**config.mk**
```make
export PLATFORM = sky130hd
export DESIGN_NAME = i2c_slave_rx_flat
export DESIGN_NICKNAME = d
export VERILOG_FILES = /design/src/rtl/i2c_pkg.sv /design/src/rtl/i2c_slave_rx_if.sv /design/src/rtl/i2c_pin_sync.sv /design/src/rtl/i2c_slave_rx.sv /design/src/flat_wrapper.sv
export SDC_FILE = /design/constraint.sdc
export NUM_CORES = 1
export LEC_CHECK = 0
export CORE_UTILIZATION = 35
export DETAILED_ROUTE_END_ITERATION = 10
export PLACE_DENSITY_LB_ADDON = 0.08
export RECOVER_POWER = 25
export SKIP_CTS_REPAIR_TIMING = 1
export SLEW_MARGIN = 40
export SYNTH_ARGS = -nofsm -noshare
export SYNTH_HDL_FRONTEND = slang
export SYNTH_SLANG_ARGS = --single-unit
export TNS_END_PERCENT = 10
```
**constraint.sdc**
```tcl
create_clock -name clk -period 4.6 [get_ports clk]
set_clock_uncertainty 0.05 [all_clocks]
set_input_delay 1.15 -clock clk [delete_from_list [all_inputs] [get_ports clk]]
set_output_delay 1.15 -clock clk [all_outputs]
set_load 0.03 [all_outputs]
```
**src/rtl/i2c_pkg.sv**
```systemverilog
// rtl/i2c_pkg.sv - shared I2C constants, state codes and address-match helper
package i2c_pkg;

    typedef logic [2:0] i2c_state_t;

    localparam i2c_state_t ST_IDLE      = 3'd0;
    localparam i2c_state_t ST_ADDR      = 3'd1;
    localparam i2c_state_t ST_ADDR_ACK  = 3'd2;
    localparam i2c_state_t ST_DATA      = 3'd3;
    localparam i2c_state_t ST_DATA_ACK  = 3'd4;
    localparam i2c_state_t ST_WAIT_STOP = 3'd5;

    localparam logic I2C_RW_WRITE = 1'b0;
    localparam logic I2C_RW_READ  = 1'b1;
    localparam logic I2C_ACK      = 1'b0;
    localparam logic I2C_NACK     = 1'b1;

    // Address byte is {addr[6:0], rw}; only writes to our address are answered.
    function automatic logic addr_hit(input logic [7:0] addr_byte, input logic [6:0] own);
        return (addr_byte[7:1] == own) && (addr_byte[0] == I2C_RW_WRITE);
    endfunction

endpackage

```
**src/rtl/i2c_slave_rx_if.sv**
```systemverilog
// rtl/i2c_slave_rx_if.sv - pin and received-byte stream bundle of the I2C target receiver
interface i2c_slave_rx_if;
    logic       i2c_scl;
    logic       i2c_sda_in;
    logic       i2c_sda_oe;
    logic [7:0] rx_data;
    logic       rx_valid;
    logic       rx_ready;
    logic       addr_match;
    logic       overrun;
    logic       busy;

    modport slave (
        input  i2c_scl, i2c_sda_in, rx_ready,
        output i2c_sda_oe, rx_data, rx_valid, addr_match, overrun, busy
    );

    modport master (
        output i2c_scl, i2c_sda_in, rx_ready,
        input  i2c_sda_oe, rx_data, rx_valid, addr_match, overrun, busy
    );
endinterface

```
**src/rtl/i2c_pin_sync.sv**
```systemverilog
// rtl/i2c_pin_sync.sv - 2-FF pin synchroniser, optional glitch filter (I2C_GLITCH_FILTER_EN), edge detect
module i2c_pin_sync #(
    parameter int FILTER_LEN = 3
) (
    input  logic clk,
    input  logic reset_n,
    input  logic pin_i,
    output logic level_o,
    output logic rise_o,
    output logic fall_o
);

    logic [1:0] sync_q;
    logic       level;
    logic       prev_q;

    always_ff @(posedge clk or negedge reset_n) begin
        if (!reset_n) begin
            sync_q <= 2'b11;
        end else begin
            sync_q <= {sync_q[0], pin_i};
        end
    end

`ifdef I2C_GLITCH_FILTER_EN
    localparam int CW = $clog2(FILTER_LEN + 1);

    logic [CW-1:0] cnt_q;
    logic          filt_q;

    // Output follows the pin only after FILTER_LEN consecutive differing samples.
    always_ff @(posedge clk or negedge reset_n) begin
        if (!reset_n) begin
            cnt_q  <= '0;
            filt_q <= 1'b1;
        end else if (sync_q[1] == filt_q) begin
            cnt_q <= '0;
        end else if (cnt_q == CW'(FILTER_LEN - 1)) begin
            cnt_q  <= '0;
            filt_q <= sync_q[1];
        end else begin
            cnt_q <= cnt_q + 1'b1;
        end
    end

    assign level = filt_q;
`else
    assign level = sync_q[1];
`endif

    always_ff @(posedge clk or negedge reset_n) begin
        if (!reset_n) begin
            prev_q <= 1'b1;
        end else begin
            prev_q <= level;
        end
    end

    assign level_o = level;
    assign rise_o  = level & ~prev_q;
    assign fall_o  = ~level & prev_q;

endmodule

```
**src/rtl/i2c_slave_rx.sv**
```systemverilog
// rtl/i2c_slave_rx.sv - I2C target write receiver; glitch filter enabled by I2C_GLITCH_FILTER_EN
module i2c_slave_rx
    import i2c_pkg::*;
#(
    parameter logic [6:0] OWN_ADDR   = 7'h3C,
    parameter int         FILTER_LEN = 3
) (
    input  logic            clk,
    input  logic            reset_n,
    i2c_slave_rx_if.slave   bus
);

    logic scl_lvl, scl_rise, scl_fall;
    logic sda_lvl, sda_rise, sda_fall;

    i2c_pin_sync #(.FILTER_LEN(FILTER_LEN)) u_scl_sync (
        .clk     (clk),
        .reset_n (reset_n),
        .pin_i   (bus.i2c_scl),
        .level_o (scl_lvl),
        .rise_o  (scl_rise),
        .fall_o  (scl_fall)
    );

    i2c_pin_sync #(.FILTER_LEN(FILTER_LEN)) u_sda_sync (
        .clk     (clk),
        .reset_n (reset_n),
        .pin_i   (bus.i2c_sda_in),
        .level_o (sda_lvl),
        .rise_o  (sda_rise),
        .fall_o  (sda_fall)
    );

    logic start_evt, stop_evt;
    assign start_evt = sda_fall & scl_lvl;
    assign stop_evt  = sda_rise & scl_lvl;

    i2c_state_t state_q, state_d;
    logic [2:0] cnt_q, cnt_d;
    logic [7:0] shift_q, shift_d;
    logic [7:0] rx_data_q, rx_data_d;
    logic       rx_valid_q, rx_valid_d;
    logic       sda_oe_q, sda_oe_d;
    logic       match_q, match_d;
    logic       ovr_q, ovr_d;
    logic       busy_q, busy_d;
    logic [7:0] shift_nxt;

    assign shift_nxt = {shift_q[6:0], sda_lvl};

    always_comb begin
        state_d    = state_q;
        cnt_d      = cnt_q;
        shift_d    = shift_q;
        rx_data_d  = rx_data_q;
        rx_valid_d = 1'b0;
        sda_oe_d   = sda_oe_q;
        match_d    = match_q;
        ovr_d      = ovr_q;
        busy_d     = busy_q;

        if (start_evt) begin
            state_d  = ST_ADDR;
            cnt_d    = 3'd0;
            busy_d   = 1'b1;
            match_d  = 1'b0;
            ovr_d    = 1'b0;
            sda_oe_d = 1'b0;
        end else if (stop_evt) begin
            state_d  = ST_IDLE;
            busy_d   = 1'b0;
            match_d  = 1'b0;
            sda_oe_d = 1'b0;
        end else begin
            case (state_q)
                ST_IDLE: ;
                ST_ADDR: begin
                    if (scl_rise) begin
                        shift_d = shift_nxt;
                        cnt_d   = cnt_q + 3'd1;
                        if (cnt_q == 3'd7) begin
                            state_d = addr_hit(shift_nxt, OWN_ADDR) ? ST_ADDR_ACK : ST_WAIT_STOP;
                        end
                    end
                end
                ST_ADDR_ACK, ST_DATA_ACK: begin
                    // The driven ACK itself marks which falling edge we are on.
                    if (scl_fall) begin
                        if (!sda_oe_q) begin
                            sda_oe_d = 1'b1;
                            match_d  = 1'b1;
                        end else begin
                            sda_oe_d = 1'b0;
                            state_d  = ST_DATA;
                            cnt_d    = 3'd0;
                        end
                    end
                end
                ST_DATA: begin
                    if (scl_rise) begin
                        shift_d = shift_nxt;
                        cnt_d   = cnt_q + 3'd1;
                        if (cnt_q == 3'd7) begin
                            if (bus.rx_ready) begin
                                rx_data_d  = shift_nxt;
                                rx_valid_d = 1'b1;
                                state_d    = ST_DATA_ACK;
                            end else begin
                                ovr_d   = 1'b1;
                                state_d = ST_WAIT_STOP;
                            end
                        end
                    end
                end
                ST_WAIT_STOP: sda_oe_d = 1'b0;
                default: state_d = ST_IDLE;
            endcase
        end
    end

    always_ff @(posedge clk or negedge reset_n) begin
        if (!reset_n) begin
            state_q    <= ST_IDLE;
            cnt_q      <= 3'd0;
            shift_q    <= 8'h00;
            rx_data_q  <= 8'h00;
            rx_valid_q <= 1'b0;
            sda_oe_q   <= 1'b0;
            match_q    <= 1'b0;
            ovr_q      <= 1'b0;
            busy_q     <= 1'b0;
        end else begin
            state_q    <= state_d;
            cnt_q      <= cnt_d;
            shift_q    <= shift_d;
            rx_data_q  <= rx_data_d;
            rx_valid_q <= rx_valid_d;
            sda_oe_q   <= sda_oe_d;
            match_q    <= match_d;
            ovr_q      <= ovr_d;
            busy_q     <= busy_d;
        end
    end

    assign bus.i2c_sda_oe = sda_oe_q;
    assign bus.rx_data    = rx_data_q;
    assign bus.rx_valid   = rx_valid_q;
    assign bus.addr_match = match_q;
    assign bus.overrun    = ovr_q;
    assign bus.busy       = busy_q;

endmodule

```
**src/flat_wrapper.sv**
```systemverilog
// flat-port wrapper written by rule: the top's interface ports become plain ports
module i2c_slave_rx_flat import i2c_pkg::*;
#(
    parameter logic [6:0] OWN_ADDR   = 7'h3C,
    parameter int         FILTER_LEN = 3
)
  (clk, reset_n, bus_i2c_scl, bus_i2c_sda_in, bus_rx_ready, bus_i2c_sda_oe, bus_rx_data, bus_rx_valid, bus_addr_match, bus_overrun, bus_busy);
  i2c_slave_rx_if bus_i ();
  input  logic clk;
  input  logic reset_n;
  input wire logic [$bits(bus_i.i2c_scl)-1:0] bus_i2c_scl;
  input wire logic [$bits(bus_i.i2c_sda_in)-1:0] bus_i2c_sda_in;
  input wire logic [$bits(bus_i.rx_ready)-1:0] bus_rx_ready;
  output wire logic [$bits(bus_i.i2c_sda_oe)-1:0] bus_i2c_sda_oe;
  output wire logic [$bits(bus_i.rx_data)-1:0] bus_rx_data;
  output wire logic [$bits(bus_i.rx_valid)-1:0] bus_rx_valid;
  output wire logic [$bits(bus_i.addr_match)-1:0] bus_addr_match;
  output wire logic [$bits(bus_i.overrun)-1:0] bus_overrun;
  output wire logic [$bits(bus_i.busy)-1:0] bus_busy;
  assign bus_i.i2c_scl = bus_i2c_scl;
  assign bus_i.i2c_sda_in = bus_i2c_sda_in;
  assign bus_i.rx_ready = bus_rx_ready;
  assign bus_i2c_sda_oe = bus_i.i2c_sda_oe;
  assign bus_rx_data = bus_i.rx_data;
  assign bus_rx_valid = bus_i.rx_valid;
  assign bus_addr_match = bus_i.addr_match;
  assign bus_overrun = bus_i.overrun;
  assign bus_busy = bus_i.busy;
  i2c_slave_rx #(.OWN_ADDR(OWN_ADDR), .FILTER_LEN(FILTER_LEN)) u_core (.clk(clk), .reset_n(reset_n), .bus(bus_i));
endmodule
```
==> impl_metrics.tcl, run 1 <==
set metrics [dict create \
    drive_gt1_frac 0.159 \
    cts_buffers 5 \
    synth_nets 144 \
    synth_area_um2 1500 \
    fmax_ghz 0.343 \
    htree_levels 2 \
    grt_overflow_total 0 \
    drc 0 \
    dp_slack_ns 2.02 \
    final_nets 163 \
    period_needed_ns 2.91 \
    yosys-top-cells-area "dfrtp_1 43%, dfstp_2 11%, mux2_2 7.5%, nand2_1 5.8%, o21ai_0 2.3%" \
    outcome "finished with violations" \
    crit_path_max_fanout 32 \
    clk_path_buf_depth 2 \
    path_buf_inv 2 \
    finalHoldViolCount 0 \
    async_flop_share 1.00 \
    fin_area_um2 1800 \
    slowest_delay_ns 1.24 \
    clkLatencyLatePin_ns 0.28 \
    worstSetupPathType "in -> async" \
    ys_top_cells_by_count "26 x dfrtp_1, 23 x nand2_1, 10 x mux2_2" \
    regArea_um2 808 \
    antenna_found_initial 0 \
    num_vias 1078 \
    synth_enable_flop_cells 0 \
    slowest_stage "clkbuf_1" \
    yosys_warnings 0 \
    reg2reg_from "u_core.u_sda_sync.sync_q[1]" \
    syn_to_final_growth_pct 20.1 \
    cts.sinks 32 \
    holdPathEnd "u_core.u_scl_sync.sync_q[1]" \
    critPathTopFamily "buffers and inverters" \
    failed_checks "max-capacitance violations, max-slew violations" \
    hpwl_um 2040 \
    fin_ws_ns 1.69 \
    clockRootBuffer "clkbuf_8" \
    die_h_um 67.4 \
    wl_um 2960 \
    port_buffers 17 \
    hp-start "u_core.u_scl_sync.sync_q[0]" \
    tightest_slew_ns 1.73 \
    grt_max_degree 33 \
    synth.top_cell.area_share 0.434 \
    finalSetupViolCount 0 \
    fillers 372 \
    ys_seq_area_frac 0.540 \
    initial_core_util 0.369 \
    cts_tree "done" \
    finish.utilization 0.443 \
    multi_input_area_um2 646 \
    setup_tns_ns 0 \
    p_leak_nw 0.828 \
    final_antenna_net_count 0 \
    post_dp_cell_area_um2 1710 \
    r2r_end "u_core.bus.rx_data[7]" \
    rsz0062_at_grt "false" \
    p_per_area_nw_per_um2 405 \
    slew_viol_final 33 \
    drt_pass1_iterations 4 \
    hold_depth 0 \
    finalWeightedCongestion 0.793 \
    synth_cell_type_count 42 \
    ys_ff_latch 32 \
    worst_ir_drop_vdd_v 0.000196 \
    grt_pass1_wl_um 5030 \
    fp.coreArea_um2 4060 \
    relSlewSlack -0.155 \
    max_cap_viol_count 1 \
    clk_pin_slew_ns 0.06 \
    crit_required_ns 4.61 \
    synth_top_flop_cell "dfrtp_1" \
    hold_path.class "reg -> reg" \
    regToRegSetupSlack_ns 2.44 \
    track_usage 0.157 \
    yosysMostFrequentCell "dfrtp_1" \
    drt-vias-per-instance 5.21 \
    dieArea_um2 4540 \
    cp-start-kind "input port" \
    drtIter0Drc 39 \
    cp.arrival_ns 2.93 \
    ioPinCount 18 \
    power_mw 0.729 \
    synthCells 137 \
    cp_cell_sequence "dlygate4sd3_1 > clkbuf_1" \
    worstRegToRegCells 4 \
    synth_area_per_cell_um2 10.9 \
    endpoint_kind "async pin" \
    wl_per_cell_um 14.3 \
    first_global_vias 1084 \
    diodes 0 \
    rows 23 \
    fin_crit_sh 0.633 \
    die_x_um 67.4 \
    yosys.area.top_type "dfrtp_1" \
]
-- flip-flops by register name, indices dropped and copies added, names as in the netlist, 2 cells and up --
name / count
u_core.bus.rx_data: 8
u_core.cnt_q: 3
u_core.shift_q: 7
u_core.state_q: 3
u_core.u_scl_sync.sync_q: 2
u_core.u_sda_sync.sync_q: 2
-- logic make-up (layout without fill, tap and decap cells) --
logic type | after synthesis | in the layout | share of synthesized area
mux | 11 | 11 | 0.0819
fa+ha+maj | 3 | 3 | 0.0234
buf+inv | 10 | 30 | 0.0292
compound gates | 27 | 27 | 0.115
simple gates | 52 | 52 | 0.199
flops | 32 | 32 | 0.540
xor+xnor | 2 | 2 | 0.0117
-- worst max-delay path by stage --
stage	startpoint	end	slack [ns]	cells after the start
final	reset_n	u_core.bus.overrun	1.69	2
after global routing	reset_n	u_core.bus.addr_match	1.30	2
after CTS	u_core.bus.i2c_sda_oe	bus_i2c_sda_oe	1.97	1
after detailed placement	bus_rx_ready	u_core.state_q[0]	2.02	5
after global placement	bus_rx_ready	u_core.state_q[0]	2.04	5
after floorplan	bus_rx_ready	u_core.state_q[0]	2.66	4
-- stage by stage --
stage | cells | hold WS, ns
3_3_place_gp | 199 | 0.297
5_1_grt | 207 | 0.317
4_1_cts | 207 | 0.307
6_report | 207 | 0.311
3_5_place_dp | 199 | 0.297
2_1_floorplan | 137 | 0.295
-- layer usage --
layer	vias to the layer above	share of wire	global-route usage
met4	0	0.018	0.0718
met1	530	0.49	0.190
met5	-	0	0
met2	15	0.46	0.250
li1	527	-	-
met3	6	0.032	0.0557
-- cell usage in the layout (no fill, tap or decap), drive strengths merged, types with 2 or more instances in the layout --
| cell | count |
|---|---|
| a211oi | 3 |
| a21oi | 6 |
| a22o | 2 |
| and3 | 2 |
| clkbuf | 8 |
| clkdlybuf4s50 | 14 |
| dfrtp | 26 |
| dfstp | 6 |
| dlygate4sd3 | 3 |
| ha | 2 |
| inv | 4 |
| mux2 | 10 |
| nand2 | 23 |
| nand2b | 4 |
| nand3 | 2 |
| nor2 | 3 |
| nor2b | 2 |
| nor3 | 2 |
| nor3b | 5 |
| o21a | 2 |
| o21ai | 7 |
-- area by class of cell --
| type | instances | area share |
|---|---|---|
| Multi-Input combinational cell | 95 | 0.359 |
| Tap cell | 50 | 0.0348 |
| Clock inverter | 1 | 0.00417 |
| Timing Repair Buffer | 18 | 0.0967 |
| Sequential cell | 32 | 0.449 |
| Inverter | 4 | 0.00834 |
| Clock buffer | 7 | 0.0480 |
-- power breakdown --
part	internal (mW)	total [mW]	switching [mW]
combinational	0.0766	0.149	0.0726
sequential	0.308	0.359	0.0517
clock	0.121	0.221	0.0996
No activity file was read; power rests on OpenSTA's default activity.
==> inputs of run 2 (changes only) <==
==> constraint.sdc (replaced) <==
create_clock -name clk -period 2.6 [get_ports clk]
set_clock_uncertainty 0.05 [all_clocks]
set_input_delay 0.65 -clock clk [delete_from_list [all_inputs] [get_ports clk]]
set_output_delay 0.65 -clock clk [all_outputs]
set_load 0.03 [all_outputs]
==> impl_metrics.tcl, run 2 (synthesized netlist as in run 1, its figures left out) <==
set metrics [dict create \
    path_buf_inv 1 \
    dp_slack_ns 0.521 \
    fillers 381 \
    dieArea_um2 4540 \
    final_antenna_net_count 0 \
    antenna_found_initial 0 \
    port_buffers 17 \
    crit_path_end "bus_i2c_sda_oe" \
    tightest_slew_ns 0.777 \
    num_vias 1093 \
    endpoint_kind "output port" \
    cts_tree "done" \
    worstSetupPathType "reg -> out" \
    power.switching_mw 0.389 \
    htree_levels 2 \
    period_needed_ns 2.12 \
    p_leak_nw 0.838 \
    reg2reg_from "u_core.u_scl_sync.sync_q[1]" \
    fmax_ghz 0.472 \
    switching_share 0.303 \
    grt_overflow_total 0 \
    crit_required_ns 1.90 \
    pwr-share-comb 0.207 \
    syn_to_final_growth_pct 20.5 \
    finalHoldViolCount 0 \
    initial_core_util 0.369 \
    clk_pin_slew_ns 0.06 \
    largest_reg_flops 8 \
    rows 23 \
    setup_tns_ns 0 \
    crit_path_max_fanout 8 \
    max_cap_viol_count 0 \
    wl_um 3000 \
    hold_path.class "reg -> reg" \
    grt_pass1_wl_um 5240 \
    grt_max_degree 33 \
    p_per_area_nw_per_um2 713 \
    clockRootBuffer "clkbuf_8" \
    whs_ns 0.310 \
    die_h_um 67.4 \
    clkLatencyLatePin_ns 0.28 \
    worst_ir_drop_vdd_v 0.000257 \
    regToRegSetupSlack_ns 0.50 \
    worstRegToRegCells 4 \
    critPathTopFamily "buffers and inverters" \
    r2r_end "u_core.state_q[0]" \
    drive_gt1_frac 0.165 \
    die_x_um 67.4 \
    seq_power_share 0.492 \
    track_usage 0.164 \
    fin_ws_ns 0.482 \
    rsz0062_at_grt "false" \
    finalWeightedCongestion 0.806 \
    ioPinCount 18 \
    slew_viol_final 0 \
    drtIter0Drc 46 \
    final_nets 164 \
    cp-start-kind "flop" \
    stdcell_count 208 \
    dp_cells 200 \
    relSlewSlack 0.482 \
    slowest_delay_ns 0.70 \
    cp.arrival_ns 1.42 \
    outcome "complete, no violations" \
    p_clk_frac 0.302 \
    fin_crit_sh 0.814 \
    cp.depth 1 \
    hpwl_um 2070 \
    fp.coreArea_um2 4060 \
    diodes 0 \
    clk_path_buf_depth 2 \
    finalSetupViolCount 0 \
    cp_cell_sequence "clkdlybuf4s50_1" \
    final_cell_mix "26 x dfrtp_1, 23 x nand2_1, 14 x clkdlybuf4s50_1" \
    p_int_mw 0.897 \
    first_global_vias 1131 \
    wl_per_cell_um 14.4 \
    cts.sinks 32 \
    slowest_stage "clkdlybuf4s50_1" \
    final_common_cell "dfrtp_1" \
    crit_start "u_core.bus.i2c_sda_oe" \
    drt_pass1_iterations 4 \
    cts_buffers 5 \
    drt-vias-per-instance 5.25 \
    drc 0 \
]
==> run 2: changes by cell type in the layout (fill, tap and decap cells not counted) <==
cell	previous run	this run
clkinvlp_4	1	0
clkbuf_2	0	1
buf_4	0	1
==> run 2: per-layer routing <==
layer,wire length [um],up-vias,share of wire,GRT usage
li1,-,526,-,-
met1,1380,541,0.46,0.196
met2,1440,16,0.48,0.255
met3,85,10,0.028,0.0456
met4,89,0,0.030,0.109
met5,0,-,0,0
==> run 2: cell type report <==
cell class	instances	area [um2]	share of cell area
Multi-Input combinational cell	95	646	0.358
Sequential cell	32	808	0.448
Timing Repair Buffer	19	183	0.101
Inverter	4	15.0	0.00832
Clock buffer	8	90.1	0.0499
Tap cell	50	62.6	0.0347
==> run 2: how the worst min path moves through the flow <==
stage,startpoint,end,slack [ns],cells after the start
after floorplan,reset_n,u_core.bus.addr_match,0.30,0
after CTS,u_core.u_scl_sync.sync_q[0],u_core.u_scl_sync.sync_q[1],0.31,0
after global routing,u_core.u_sda_sync.sync_q[0],u_core.u_sda_sync.sync_q[1],0.32,0
after detailed placement,u_core.u_scl_sync.sync_q[0],u_core.u_scl_sync.sync_q[1],0.30,0
after global placement,u_core.u_sda_sync.sync_q[0],u_core.u_sda_sync.sync_q[1],0.30,0
final,u_core.u_sda_sync.sync_q[0],u_core.u_sda_sync.sync_q[1],0.31,0
==> run 2: power groups by stage <==
stage               combinational (mW)  clock (mW)  sequential [mW]
finish                           0.266       0.388            0.632
global route                     0.305       0.426            0.648
CTS                              0.272       0.400            0.634
detailed placement               0.270           0            0.643
global placement                 0.265           0            0.640
floorplan                        0.206           0            0.620
==> run 2: metrics by stage <==
step | util | cell area, um2 | power (mW)
final | 0.445 | 1800 | 1.29
after global routing | 0.445 | 1800 | 1.38
after CTS | 0.445 | 1810 | 1.31
after detailed placement | 0.423 | 1720 | 0.914
after global placement | 0.423 | 1720 | 0.905
after floorplan | - | 1500 | 0.826
==> inputs of run 3 (changes only) <==
==> constraint.sdc (replaced) <==
create_clock -name clk -period 1.74 [get_ports clk]
set_clock_uncertainty 0.05 [all_clocks]
set_input_delay 0.435 -clock clk [delete_from_list [all_inputs] [get_ports clk]]
set_output_delay 0.435 -clock clk [all_outputs]
set_load 0.03 [all_outputs]
==> impl_metrics.tcl, run 3 (synthesized netlist as in run 1, its figures left out) <==
set metrics [dict create \
    dieArea_um2 4540 \
    fp.coreArea_um2 4060 \
    relSlewSlack 0.488 \
    drive_gt1_frac 0.266 \
    hold_depth 0 \
    clkLatencyLatePin_ns 0.28 \
    critPathTopFamily "simple AND/OR/NAND/NOR gates" \
    slowest_delay_ns 0.38 \
    final_common_cell "dfrtp_1" \
    grt_max_degree 33 \
    reg2reg_from "u_core.cnt_q[0]" \
    crit_required_ns 1.85 \
    cp-start-kind "flop" \
    stdcell_count 223 \
    hold_path.class "reg -> reg" \
    max_cap_viol_count 0 \
    fmax_ghz 0.552 \
    pwr-share-comb 0.298 \
    path_buf_inv 0 \
    drtIter0Drc 88 \
    met1_usage 0.206 \
    num_vias 1157 \
    finalWeightedCongestion 0.756 \
    drt_pass1_iterations 4 \
    initial_core_util 0.369 \
    clk_pin_slew_ns 0.06 \
    first_global_vias 1132 \
    power.switching_mw 0.636 \
    use_met3 0.0372 \
    slew_viol_final 0 \
    dp_cells 215 \
    htree_levels 2 \
    wl_um 3230 \
    hp-start "u_core.u_scl_sync.sync_q[0]" \
    dp_slack_ns -0.0435 \
    fin_ws_ns -0.0703 \
    regArea_um2 808 \
    final_antenna_net_count 0 \
    final_nets 179 \
    cp.arrival_ns 1.92 \
    cts_buffers 5 \
    holdPathEnd "u_core.u_scl_sync.sync_q[1]" \
    ioPinCount 18 \
    die_x_um 67.4 \
    p_int_mw 1.38 \
    multi_input_area_um2 657 \
    worstRegToRegCells 6 \
    syn_to_final_growth_pct 30.6 \
    p_clk_frac 0.269 \
    clk_path_buf_depth 2 \
    clockRootBuffer "clkbuf_8" \
    rsz0062_at_grt "true" \
    p_leak_nw 1.14 \
    cts_tree "done" \
    seq_power_share 0.433 \
    endpoint_kind "flop" \
    finalSetupViolCount 2 \
    outcome "finished with violations" \
    largest_reg_flops 8 \
    cp_common_cell "ha_1" \
    wl_per_cell_um 14.5 \
    p_per_area_nw_per_um2 1030 \
    crit_path_max_fanout 4 \
    rows 23 \
    worstSetupPathType "reg -> reg" \
    regToRegSetupSlack_ns -0.07 \
    worst_ir_drop_vdd_v 0.000458 \
    final_cell_mix "26 x dfrtp_1, 23 x nand2_1, 16 x buf_4" \
    grt_pass1_wl_um 5400 \
    slowest_stage "dfrtp_1" \
    antenna_found_initial 0 \
    die_h_um 67.4 \
    period_needed_ns 1.81 \
    finalHoldViolCount 0 \
    drc 0 \
    diodes 0 \
    switching_share 0.315 \
    failed_checks "negative setup slack" \
    fin_crit_sh 1.04 \
    cts.sinks 32 \
    drt-vias-per-instance 5.19 \
    track_usage 0.163 \
    fillers 378 \
    port_buffers 17 \
    r2r_end "u_core.state_q[0]" \
    tightest_slew_ns 0.768 \
    grt_overflow_total 0 \
    met2_usage 0.270 \
    cp_cell_sequence "ha_1 > ha_1 > and4b_2 > nor3_1 > o21ai_2 > mux2_2" \
    grt.busiest_layer "met2" \
    power_mw 2.02 \
    hpwl_um 2330 \
]
==> run 3: how the worst max path moves through the flow <==
stage	start	to	slack (ns)	depth (start not counted)
3_5_place_dp	bus_rx_ready	u_core.state_q[0]	-0.04	5
6_report	u_core.cnt_q[0]	u_core.state_q[0]	-0.07	6
3_3_place_gp	bus_rx_ready	u_core.bus.rx_data[1]	-0.02	4
2_1_floorplan	u_core.u_sda_sync.sync_q[1]	u_core.bus.rx_data[0]	-0.02	6
4_1_cts	u_core.bus.busy	bus_busy	-0.11	1
5_1_grt	u_core.cnt_q[0]	u_core.state_q[0]	-0.20	6
==> run 3: power by group through the flow <==
| stage | logic [mW] | clock network, mW | registers [mW] |
|---|---|---|---|
| 2_1_floorplan | 0.309 | 0 | 0.926 |
| 3_3_place_gp | 0.577 | 0 | 0.889 |
| 3_5_place_dp | 0.594 | 0 | 0.888 |
| 4_1_cts | 0.600 | 0.567 | 0.873 |
| 5_1_grt | 0.660 | 0.594 | 0.885 |
| 6_report | 0.602 | 0.543 | 0.875 |
==> run 3: final cells by class <==
type                            instances  area share
Clock buffer                            6      0.0371
Clock inverter                          2     0.00640
Inverter                                4     0.00768
Multi-Input combinational cell         95       0.336
Sequential cell                        32       0.413
Tap cell                               50      0.0320
Timing Repair Buffer                   34       0.168
==> run 3: routing by layer <==
layer  share of wire  vias to the layer above  routed length, um
met5               0                        -                  0
met4           0.012                        0                 40
met3           0.038                        6                122
met2            0.52                       22               1670
met1            0.43                      574               1400
li1                -                      555                  -
==> run 3: metrics by stage <==
stage	hold slack, ns	TNS, ns	cell area (um2)	util
floorplan	0.0894	-0.177	1500	-
global placement	0.297	-0.145	1840	0.454
detailed placement	0.299	-0.137	1840	0.454
CTS	0.308	-0.736	1930	0.475
global route	0.313	-0.951	1960	0.482
finish	0.306	-0.113	1960	0.482
==> run 3: worst reg2reg max path, stage by stage (launching register included) <==
cell and delay [ns]:
dfrtp_1 0.38, ha_1 0.20, ha_1 0.19, and4b_2 0.23, nor3_1 0.26, o21ai_2 0.11
mux2_2 0.27
